$ cat config.mk
export PLATFORM = sky130hd
export DESIGN_NAME = snax_csr_launch_queue
export DESIGN_NICKNAME = d
export VERILOG_FILES = /design/src/rtl/snax_csr_launch_pkg.sv /design/src/rtl/snax_csr_launch_fifo.sv /design/src/rtl/snax_csr_launch_queue.sv
export SDC_FILE = /design/constraint.sdc
export NUM_CORES = 1
export LEC_CHECK = 0
export CORE_UTILIZATION = 35
export DETAILED_ROUTE_END_ITERATION = 10
export PLACE_DENSITY_LB_ADDON = 0.1
export SLEW_MARGIN = 20
export SYNTH_ARGS = -nofsm -noshare
export SYNTH_HDL_FRONTEND = slang
export SYNTH_HIERARCHICAL = 1
export SYNTH_SLANG_ARGS = --single-unit
$ cat constraint.sdc
create_clock -name clk_i -period 10.08 [get_ports clk_i]
set_input_delay 2.016 -clock clk_i [delete_from_list [all_inputs] [get_ports clk_i]]
set_output_delay 2.016 -clock clk_i [all_outputs]
set_load 0.05 [all_outputs]
$ cat src/rtl/snax_csr_launch_pkg.sv
// Purpose: shared types and constants for the CSR launch queue (FSM states, status word layout).
// Latency: n/a (declarations only).
// Backpressure: n/a.
package snax_csr_launch_pkg;

    // Launch sequencing states
    typedef enum logic [1:0] {
        ST_IDLE  = 2'd0,
        ST_ISSUE = 2'd1,
        ST_ARM   = 2'd2,
        ST_RUN   = 2'd3
    } launch_state_e;

    // Read-only status word indices
    localparam int unsigned RoIdxStatus     = 0;
    localparam int unsigned RoIdxBusyCycles = 1;
    localparam int unsigned RoIdxLaunches   = 2;
    localparam int unsigned RoIdxTimeouts   = 3;

    // Bit positions inside the status word
    localparam int unsigned StBitBusy    = 0;
    localparam int unsigned StBitTimeout = 1;
    localparam int unsigned StOccLsb     = 8;
    localparam int unsigned StOccWidth   = 8;

endpackage

$ cat src/rtl/snax_csr_launch_fifo.sv
// Purpose: pending-launch queue; Depth entries of Width bits, head always visible on head_o.
// Latency: one cycle from push to visibility at head_o / occupancy_o.
// Backpressure: push ignored while full (even if popping the same cycle); pop ignored while empty.
// Ports: clk_i, rst_ni (async active-low), push_i/push_data_i, pop_i, head_o, full_o, empty_o, occupancy_o.
module snax_csr_launch_fifo #(
    parameter int unsigned Width = 192,
    parameter int unsigned Depth = 4,
    localparam int unsigned PtrW = $clog2(Depth)
) (
    input  logic             clk_i,
    input  logic             rst_ni,
    input  logic             push_i,
    input  logic [Width-1:0] push_data_i,
    input  logic             pop_i,
    output logic [Width-1:0] head_o,
    output logic             full_o,
    output logic             empty_o,
    output logic [PtrW:0]    occupancy_o
);

    // Pointers carry one wrap bit so full and empty are distinguishable.
    logic [PtrW:0]    wr_ptr_q, wr_ptr_d;
    logic [PtrW:0]    rd_ptr_q, rd_ptr_d;
    logic [Width-1:0] mem_q [Depth];
    logic             push_en;
    logic             pop_en;

    assign full_o      = (wr_ptr_q[PtrW] != rd_ptr_q[PtrW]) &&
                         (wr_ptr_q[PtrW-1:0] == rd_ptr_q[PtrW-1:0]);
    assign empty_o     = (wr_ptr_q == rd_ptr_q);
    assign occupancy_o = wr_ptr_q - rd_ptr_q;
    assign head_o      = mem_q[rd_ptr_q[PtrW-1:0]];

    assign push_en = push_i && !full_o;
    assign pop_en  = pop_i && !empty_o;

    always_comb begin
        wr_ptr_d = wr_ptr_q;
        rd_ptr_d = rd_ptr_q;
        if (push_en) wr_ptr_d = wr_ptr_q + 1'b1;
        if (pop_en)  rd_ptr_d = rd_ptr_q + 1'b1;
    end

    always_ff @(posedge clk_i or negedge rst_ni) begin
        if (!rst_ni) begin
            wr_ptr_q <= '0;
            rd_ptr_q <= '0;
        end else begin
            wr_ptr_q <= wr_ptr_d;
            rd_ptr_q <= rd_ptr_d;
        end
    end

    // Storage needs no reset: consumers only look at it while non-empty.
    always_ff @(posedge clk_i) begin
        if (push_en) mem_q[wr_ptr_q[PtrW-1:0]] <= push_data_i;
    end

endmodule

$ cat src/rtl/snax_csr_launch_queue.sv
// Purpose: queues CSR launch configs and sequences them to an accelerator (issue, arm, run) with status counters.
// Latency: a config accepted in cycle t is offered on acc_cfg_o at t+1 at the earliest.
// Backpressure: csr_reg_set_ready_o = !full; acc_cfg_o held stable while acc_cfg_ready_i is low.
// Ports: csr_reg_set_* (launch handshake in), acc_cfg_* (config handshake out), acc_busy_i,
//        perf_clr_i (counter clear pulse), csr_reg_ro_set_o (status words).
module snax_csr_launch_queue
    import snax_csr_launch_pkg::*;
#(
    parameter int unsigned RegRWCount   = 6,
    parameter int unsigned RegROCount   = 4,
    parameter int unsigned RegDataWidth = 32,
    parameter int unsigned Depth        = 4,
    parameter int unsigned ArmTimeout   = 16
) (
    input  logic                                     clk_i,
    input  logic                                     rst_ni,
    input  logic [RegRWCount-1:0][RegDataWidth-1:0]  csr_reg_set_i,
    input  logic                                     csr_reg_set_valid_i,
    output logic                                     csr_reg_set_ready_o,
    output logic [RegROCount-1:0][RegDataWidth-1:0]  csr_reg_ro_set_o,
    output logic [RegRWCount-1:0][RegDataWidth-1:0]  acc_cfg_o,
    output logic                                     acc_cfg_valid_o,
    input  logic                                     acc_cfg_ready_i,
    input  logic                                     acc_busy_i,
    input  logic                                     perf_clr_i
);

    localparam int unsigned CfgW = RegRWCount * RegDataWidth;
    localparam int unsigned OccW = $clog2(Depth) + 1;
    localparam int unsigned ArmW = (ArmTimeout > 1) ? $clog2(ArmTimeout) : 1;

    logic [CfgW-1:0]         fifo_head;
    logic                    fifo_full;
    logic                    fifo_empty;
    logic [OccW-1:0]         fifo_occ;
    logic                    push;
    logic                    pop;

    launch_state_e           state_q;
    logic                    acc_cfg_valid_q;
    logic [ArmW-1:0]         arm_cnt_q;
    logic                    arm_expired;
    logic                    launch_evt;
    logic                    timeout_evt;

    logic [RegDataWidth-1:0] busy_cnt_q, busy_cnt_d;
    logic [RegDataWidth-1:0] launch_cnt_q, launch_cnt_d;
    logic [RegDataWidth-1:0] timeout_cnt_q, timeout_cnt_d;
    logic                    sticky_to_q, sticky_to_d;

    assign push = csr_reg_set_valid_i && !fifo_full;
    assign pop  = (state_q == ST_ISSUE) && acc_cfg_ready_i;

    // Ready depends only on full, so a pop from a full queue re-opens it one cycle later.
    assign csr_reg_set_ready_o = !fifo_full;

    snax_csr_launch_fifo #(
        .Width (CfgW),
        .Depth (Depth)
    ) i_fifo (
        .clk_i       (clk_i),
        .rst_ni      (rst_ni),
        .push_i      (push),
        .push_data_i (csr_reg_set_i),
        .pop_i       (pop),
        .head_o      (fifo_head),
        .full_o      (fifo_full),
        .empty_o     (fifo_empty),
        .occupancy_o (fifo_occ)
    );

    // Head only changes on pop, so it is stable for the whole ISSUE phase; zero outside it.
    assign acc_cfg_valid_o = acc_cfg_valid_q;
    assign acc_cfg_o       = acc_cfg_valid_q ? fifo_head : '0;

    assign arm_expired = (arm_cnt_q == ArmW'(ArmTimeout - 1));
    assign launch_evt  = (state_q == ST_RUN) && !acc_busy_i;
    assign timeout_evt = (state_q == ST_ARM) && !acc_busy_i && arm_expired;

    // Sequencer. A push into an empty queue already starts ISSUE so the config is
    // offered the cycle after acceptance, never in the same cycle.
    always_ff @(posedge clk_i or negedge rst_ni) begin
        if (!rst_ni) begin
            state_q         <= ST_IDLE;
            acc_cfg_valid_q <= 1'b0;
            arm_cnt_q       <= '0;
        end else begin
            case (state_q)
                ST_IDLE: begin
                    if ((!fifo_empty || push) && !acc_busy_i) begin
                        state_q         <= ST_ISSUE;
                        acc_cfg_valid_q <= 1'b1;
                    end
                end
                ST_ISSUE: begin
                    if (acc_cfg_ready_i) begin
                        state_q         <= ST_ARM;
                        acc_cfg_valid_q <= 1'b0;
                        arm_cnt_q       <= '0;
                    end
                end
                ST_ARM: begin
                    if (acc_busy_i) begin
                        state_q <= ST_RUN;
                    end else if (arm_expired) begin
                        state_q <= ST_IDLE;
                    end else begin
                        arm_cnt_q <= arm_cnt_q + 1'b1;
                    end
                end
                ST_RUN: begin
                    if (!acc_busy_i) state_q <= ST_IDLE;
                end
                default: begin
                    state_q         <= ST_IDLE;
                    acc_cfg_valid_q <= 1'b0;
                end
            endcase
        end
    end

    // Performance counters; a clear pulse overrides any same-cycle increment.
    always_comb begin
        busy_cnt_d    = busy_cnt_q;
        launch_cnt_d  = launch_cnt_q;
        timeout_cnt_d = timeout_cnt_q;
        sticky_to_d   = sticky_to_q;
        if (acc_busy_i && (busy_cnt_q != '1)) busy_cnt_d = busy_cnt_q + 1'b1;
        if (launch_evt)  launch_cnt_d  = launch_cnt_q + 1'b1;
        if (timeout_evt) begin
            timeout_cnt_d = timeout_cnt_q + 1'b1;
            sticky_to_d   = 1'b1;
        end
        if (perf_clr_i) begin
            busy_cnt_d    = '0;
            launch_cnt_d  = '0;
            timeout_cnt_d = '0;
            sticky_to_d   = 1'b0;
        end
    end

    always_ff @(posedge clk_i or negedge rst_ni) begin
        if (!rst_ni) begin
            busy_cnt_q    <= '0;
            launch_cnt_q  <= '0;
            timeout_cnt_q <= '0;
            sticky_to_q   <= 1'b0;
        end else begin
            busy_cnt_q    <= busy_cnt_d;
            launch_cnt_q  <= launch_cnt_d;
            timeout_cnt_q <= timeout_cnt_d;
            sticky_to_q   <= sticky_to_d;
        end
    end

    always_comb begin
        csr_reg_ro_set_o = '0;
        csr_reg_ro_set_o[RoIdxStatus][StBitBusy] =
            (state_q != ST_IDLE) || !fifo_empty || acc_busy_i;
        csr_reg_ro_set_o[RoIdxStatus][StBitTimeout]          = sticky_to_q;
        csr_reg_ro_set_o[RoIdxStatus][StOccLsb +: StOccWidth] = StOccWidth'(fifo_occ);
        csr_reg_ro_set_o[RoIdxBusyCycles] = busy_cnt_q;
        csr_reg_ro_set_o[RoIdxLaunches]   = launch_cnt_q;
        csr_reg_ro_set_o[RoIdxTimeouts]   = timeout_cnt_q;
    end

endmodule

== Word level (Yosys, flattened, before mapping) ==
Memories as Yosys holds them, arrays and structs flattened.
Cells that the tools add are included.
Cells by class
  reduce and logical (&&, ||, !) cells: 26
  eq/ne operators: 14
  add/subtract/negate cells: 7
  muxes and demuxes: 24
Operators by type and width (number)
  192-bit two-way mux: 1
  32-bit two-way mux: 6
  32-bit by 1-bit adder with 32-bit output, second input constant: 3
  32-bit != test, second input constant: 1
  4-bit two-way mux: 3
  2-bit nonzero test: 6
  1-bit logical AND: 10
  2-bit two-way mux: 5
  2-bit != test, second input constant: 5
  2-bit one-hot mux with 4 select lines: 1
  4-bit one-hot mux with 2 select lines: 1
  4-bit AND reduction: 2
  3-bit by 1-bit adder with 3-bit output, second input constant: 2
  1-bit two-way mux: 6
  4-bit by 1-bit adder with 4-bit output, second input constant: 1
  2-bit equality test, second input constant: 2
  4-bit equality test, second input constant: 1
  3-bit equality test: 1
  1-bit zero test: 3
  1-bit logical OR: 3
  3-bit != test, second input constant: 1
  3-bit AND reduction: 1
  3-bit subtractor: 1
  2-bit by 1-bit equality test with 1-bit output, second input constant: 1
  other kinds (4): 4
Word-level totals
  word-level logic and storage cells: 81
  register bits: 110
  memories kept: 1
  RAM bits: 768
  bits of input ports: 198
  output and inout port bits: 322
Memories
  i_fifo.mem_q: words 4, width 192, read ports 1, clocked after Yosys merged registers in 0, write ports 1, line snax_csr_launch_fifo.sv:24  | logic [Width-1:0] mem_q [Depth];

== Depth between registers and ports, before layout ==
  word-level depth: 8
  depth in mapped cells: 12
  mapped depth without buffers: 9

== Cells and area by module ==
The synthesis kept the hierarchy.
By module, submodules not included
  snax_csr_launch_fifo: cells an instance 1049, seq. area each 23212.3 um^2, area each 28275.9 um^2, instances 1
  snax_csr_launch_queue: cells an instance 836, seq. area each 2602.5 um^2, area each 7095.6 um^2, instances 1

== Least setup slack after synthesis ==
Ideal clock, no wire load.
  path type: input -> register
  start: input csr_reg_set_valid_i
  end: memory i_fifo.mem_q[3][0], enable pin
  path buffers: 0
  arrival: 6.809 ns
  setup time: 0.577 ns
  setup slack: 2.694 ns
  data required time: 9.503 ns
  stages: 2
  cells stage by stage: nor2b_1 -> and3_1
On the way
  longest elaborated chain between the ends: 4
Ends and longest elaborated chain
  start: declaration: line snax_csr_launch_queue.sv:18  | input logic csr_reg_set_valid_i,
  1-bit logical AND: line snax_csr_launch_queue.sv:51  | assign push = csr_reg_set_valid_i && !fifo_full;
  1-bit logical AND: line snax_csr_launch_fifo.sv:34  | assign push_en = push_i && !full_o;
  1-bit two-way mux: line snax_csr_launch_fifo.sv:56  | if (push_en) mem_q[wr_ptr_q[PtrW-1:0]] <= push_data_i;
  1-bit two-way mux (not written as such): line snax_csr_launch_fifo.sv:56
  end: declaration: line snax_csr_launch_fifo.sv:24
Every way passes these cells.

==> results.md <==
- Combinational family with the most area after synthesis: multiplexers
- Mux cell area share after synthesis: 12.79%
- Largest net degree at the start of global routing: 133
- Resize count post-CTS: 0
- Post-DR wirelength/cell: 22.57 um
- Clock sinks: 878
- Outcome: finished clean
- Worst r2r dst: i_fifo/mem_q[3][165]
- Switching Fraction: 38.09%
- Hold buffers post-CTS: 0
- Power Density: 329.4 mW/mm2
- First-pass GRT wire length: 128300 um
- Post-Synth Adder-Cell Area: 0.4457%
- Most frequent cells in the layout: edfxtp_1, clkdlybuf4s50_1, and2_1
- Synth Area in Compound Gates: 1.344%
- Xor/xnor share of the synthesized area: 1.507%
- Simple-Gate Fraction of Synth Area: 8.341%
- Worst-path clk slew: 0.06 ns
- WP data required: 8.06 ns
- Yosys warns: 6
- ANT nets after route: 0
- Critical path destination: acc_cfg_o[186]
- Nets: 2620
- Clk buf depth: 3
- Crit-path leading delay family: buffers and inverters
- Die width: 319.9 um
- Synthesized flop and latch total: 878
- Worst path slowest cell: dfrtp_4
- Finished Layout Cells: 3793
- Crit. Startpoint: i_fifo/rd_ptr_q[0]
- Crit-path cells: buf_12 -> mux4_2 -> and2_1 -> clkdlybuf4s50_1
- WP depth: 4
- Worst Tran Pin Value: 1.005 ns
- Sw Pwr: 5588 uW
- Final Max Slew Viols: 0
- R2R Setup Slk: 5.38 ns
- Syn avg cell area: 18.76 um2
- Synth cell types: 67
- Max VDD drop: 257.3 uV
- Area of the multi-input gates: 0.008767 mm2
- Crit end category: output pin
- Initial core utilization: 35.32%
- Crit path buffers/inverters: 2
- Tmin final: 6.000 ns
- Worst rel slew slack: 32.97%
- H-tree depth: 3
- Gr ovfl total: 0
- Vias in the first global route: 19.71k
- Cell row count: 116
- Leak: 0.01485 uW
- DP Cell Count: 3608
- Comb pwr share: 41.5%
- Clock Skews: 0.02385 ns
- Initial antenna violation count: 15
- Total negative setup slack: 0 ns
- Clock power share: 23.3%
- Sequential fraction of the synthesis area: 72.98%
- CP Max Fanout: 90
- Most common cell after layout, fill and taps aside: edfxtp_1
- Worst Setup Start Kind: flip-flop
- R2R depth: 8
- Critical path data arrival time: 3.98 ns
- CTS tree: built
- Pint: 9081 uW
- RSZ-0062 raised after global routing: false
- Port-buffer cells: 492
- Post-DP HPWL: 52210 um
- Peak Freq: 166.7 MHz
- Final-layout fill cell count: 8775
- Seq pwr share: 35.1%
- Via count: 18.71k
- Later-pin clock latency in the skew report: 0.68 ns
- Area Growth Syn to Fin: 25.91%
- Die span in y: 319.9 um
- CTS Buf Count: 98
- WL final: 85610 um
- Final setup vio count: 0
- Final-report hold violation count: 0
- Residual DRC: 0
- Total track usage: 16.76%
- Num ports: 520
- Sequential cell area: 0.02583 mm2
- Die area: 0.1023 mm2
- Post-Syn Area: 0.03537 mm2
- Layout cells sized above 1: 16.02%
- Final period util: 59.52%
- # Post-CTS Setup Buffers: 0
- Ys async rst share: 12.53%
- Routability cong.: 0.8445
- Synth Instances: 1885
- Crit-path max cell delay: 0.94 ns
- DRT Pass-1 Iters: 5
- Root Buffer Master: clkbuf_16
- Post-synth EDFFs: 768
- Area of the core: 0.1001 mm2
- Vias per cell: 4.933
- R2r startpoint: i_fifo/rd_ptr_q[1]
- Setup CP Type: reg -> out
- Hold Crit Class: reg -> reg
- Max-Cap Viols: 0
- Initial DRC count: 1012
- Main synth FF type: edfxtp_1
==> Yosys cell counts (4+ instances only) <==
cell type,count,area [um2]
buf_12,11,220.2
nor4_1,10,62.56
buf_4,30,225.2
or3_1,14,87.58
ha_1,11,137.6
o31ai_1,4,30.03
buf_2,26,130.1
mux2_2,13,146.4
nand4_1,35,219.0
xor2_1,32,280.3
nor2_1,83,311.6
inv_1,19,71.32
nor2b_1,13,81.33
a21oi_1,30,150.1
and2_1,199,1245
and3_1,21,131.4
xnor2_1,27,236.5
nand3_1,38,190.2
or4_1,4,30.03
and4_1,10,87.58
o21ai_0,24,120.1
nor3_1,10,50.05
mux4_2,192,4324
dfrtp_1,110,2753
clkbuf_1,39,146.4
edfxtp_1,768,23060
nand2_1,46,172.7
buf_6,10,112.6
==> worst register-to-register path, stage by stage (launching register included) <==
cell     delay (ns)
dfrtp_4        0.99
inv_1          0.21
ha_1           0.36
nand3_1        0.20
inv_1          0.09
nor2b_1        0.38
and3_4         0.63
buf_4          0.77
buf_4          0.68
==> power groups by stage <==
stage               clock [uW]  sequential (uW)  combinational [uW]
finish                    3420             5150                6090
global route              3670             5240                6430
CTS                       3530             5180                6260
detailed placement           0             5250                6230
global placement             0             5200                6260
floorplan                    0             5240                4330
==> final cells by class <==
class | instances | share of cell area, %
diodes | 4 | 0.02247
clock buffers | 126 | 5.928
clock inverters | 55 | 1.020
inverters | 19 | 0.1601
multi-input cells | 896 | 19.68
flip-flops and latches | 878 | 57.99
well taps | 1298 | 3.646
repair buffers | 517 | 11.55
==> layer usage <==
| layer | track usage [%] | share of wire [%] | wire, um | vias up |
|---|---|---|---|---|
| met2 | 28.11 | 50 | 42670 | 479 |
| met3 | 6.168 | 7.8 | 6660 | 136 |
| met4 | 4.944 | 2.3 | 1991 | 22 |
| met5 | 0 | 0.17 | 142 | - |
| met1 | 20.10 | 40 | 34150 | 9657 |
| li1 | - | - | - | 8416 |
==> cell families (layout without fill, tap and decap cells) <==
kind of cell,count (synthesis),count (layout)
multiplexers,210,210
AND/OR/NAND/NOR,509,509
adder cells (fa/ha/maj),12,12
other,1,31
AO/OA/AOI/OAI,78,78
buffers and inverters,137,717
XOR/XNOR,60,60
flip-flops,878,878
==> how the worst min path moves through the flow <==
stage                 from     endpoint  slack, ns  cells after the start
2_1_floorplan  sticky_to_q  sticky_to_q       0.46                      2
3_3_place_gp   sticky_to_q  sticky_to_q       0.51                      2
3_5_place_dp   sticky_to_q  sticky_to_q       0.52                      2
4_1_cts        sticky_to_q  sticky_to_q       0.54                      2
5_1_grt        sticky_to_q  sticky_to_q       0.56                      2
6_report       sticky_to_q  sticky_to_q       0.54                      2
==> flip-flops by register name (all words and copies together), names as in the netlist <==
| signal | count |
|---|---|
| i_fifo/mem_q | 768 |
| busy_cnt_q | 32 |
| launch_cnt_q | 32 |
| timeout_cnt_q | 32 |
| arm_cnt_q | 4 |
| i_fifo/rd_ptr_q | 3 |
| i_fifo/wr_ptr_q | 3 |
| state_q | 2 |
| acc_cfg_valid_o | 1 |
| sticky_to_q | 1 |
==> per-stage QoR <==
stage / setup WS, ns / power [uW] / instance area [um2] / hold WS [ns] / util (%)
after CTS: 3.849 / 14960 / 44520 / 0.5360 / 44.46
after floorplan: 2.694 / 9565 / 35470 / 0.4637 / -
final: 4.080 / 14670 / 44540 / 0.5411 / 44.47
after global routing: 3.743 / 15340 / 44530 / 0.5606 / 44.47
after global placement: 4.093 / 11460 / 41430 / 0.5119 / 41.37
after detailed placement: 4.076 / 11480 / 41430 / 0.5211 / 41.37
Power figures use the tool's default switching activity.
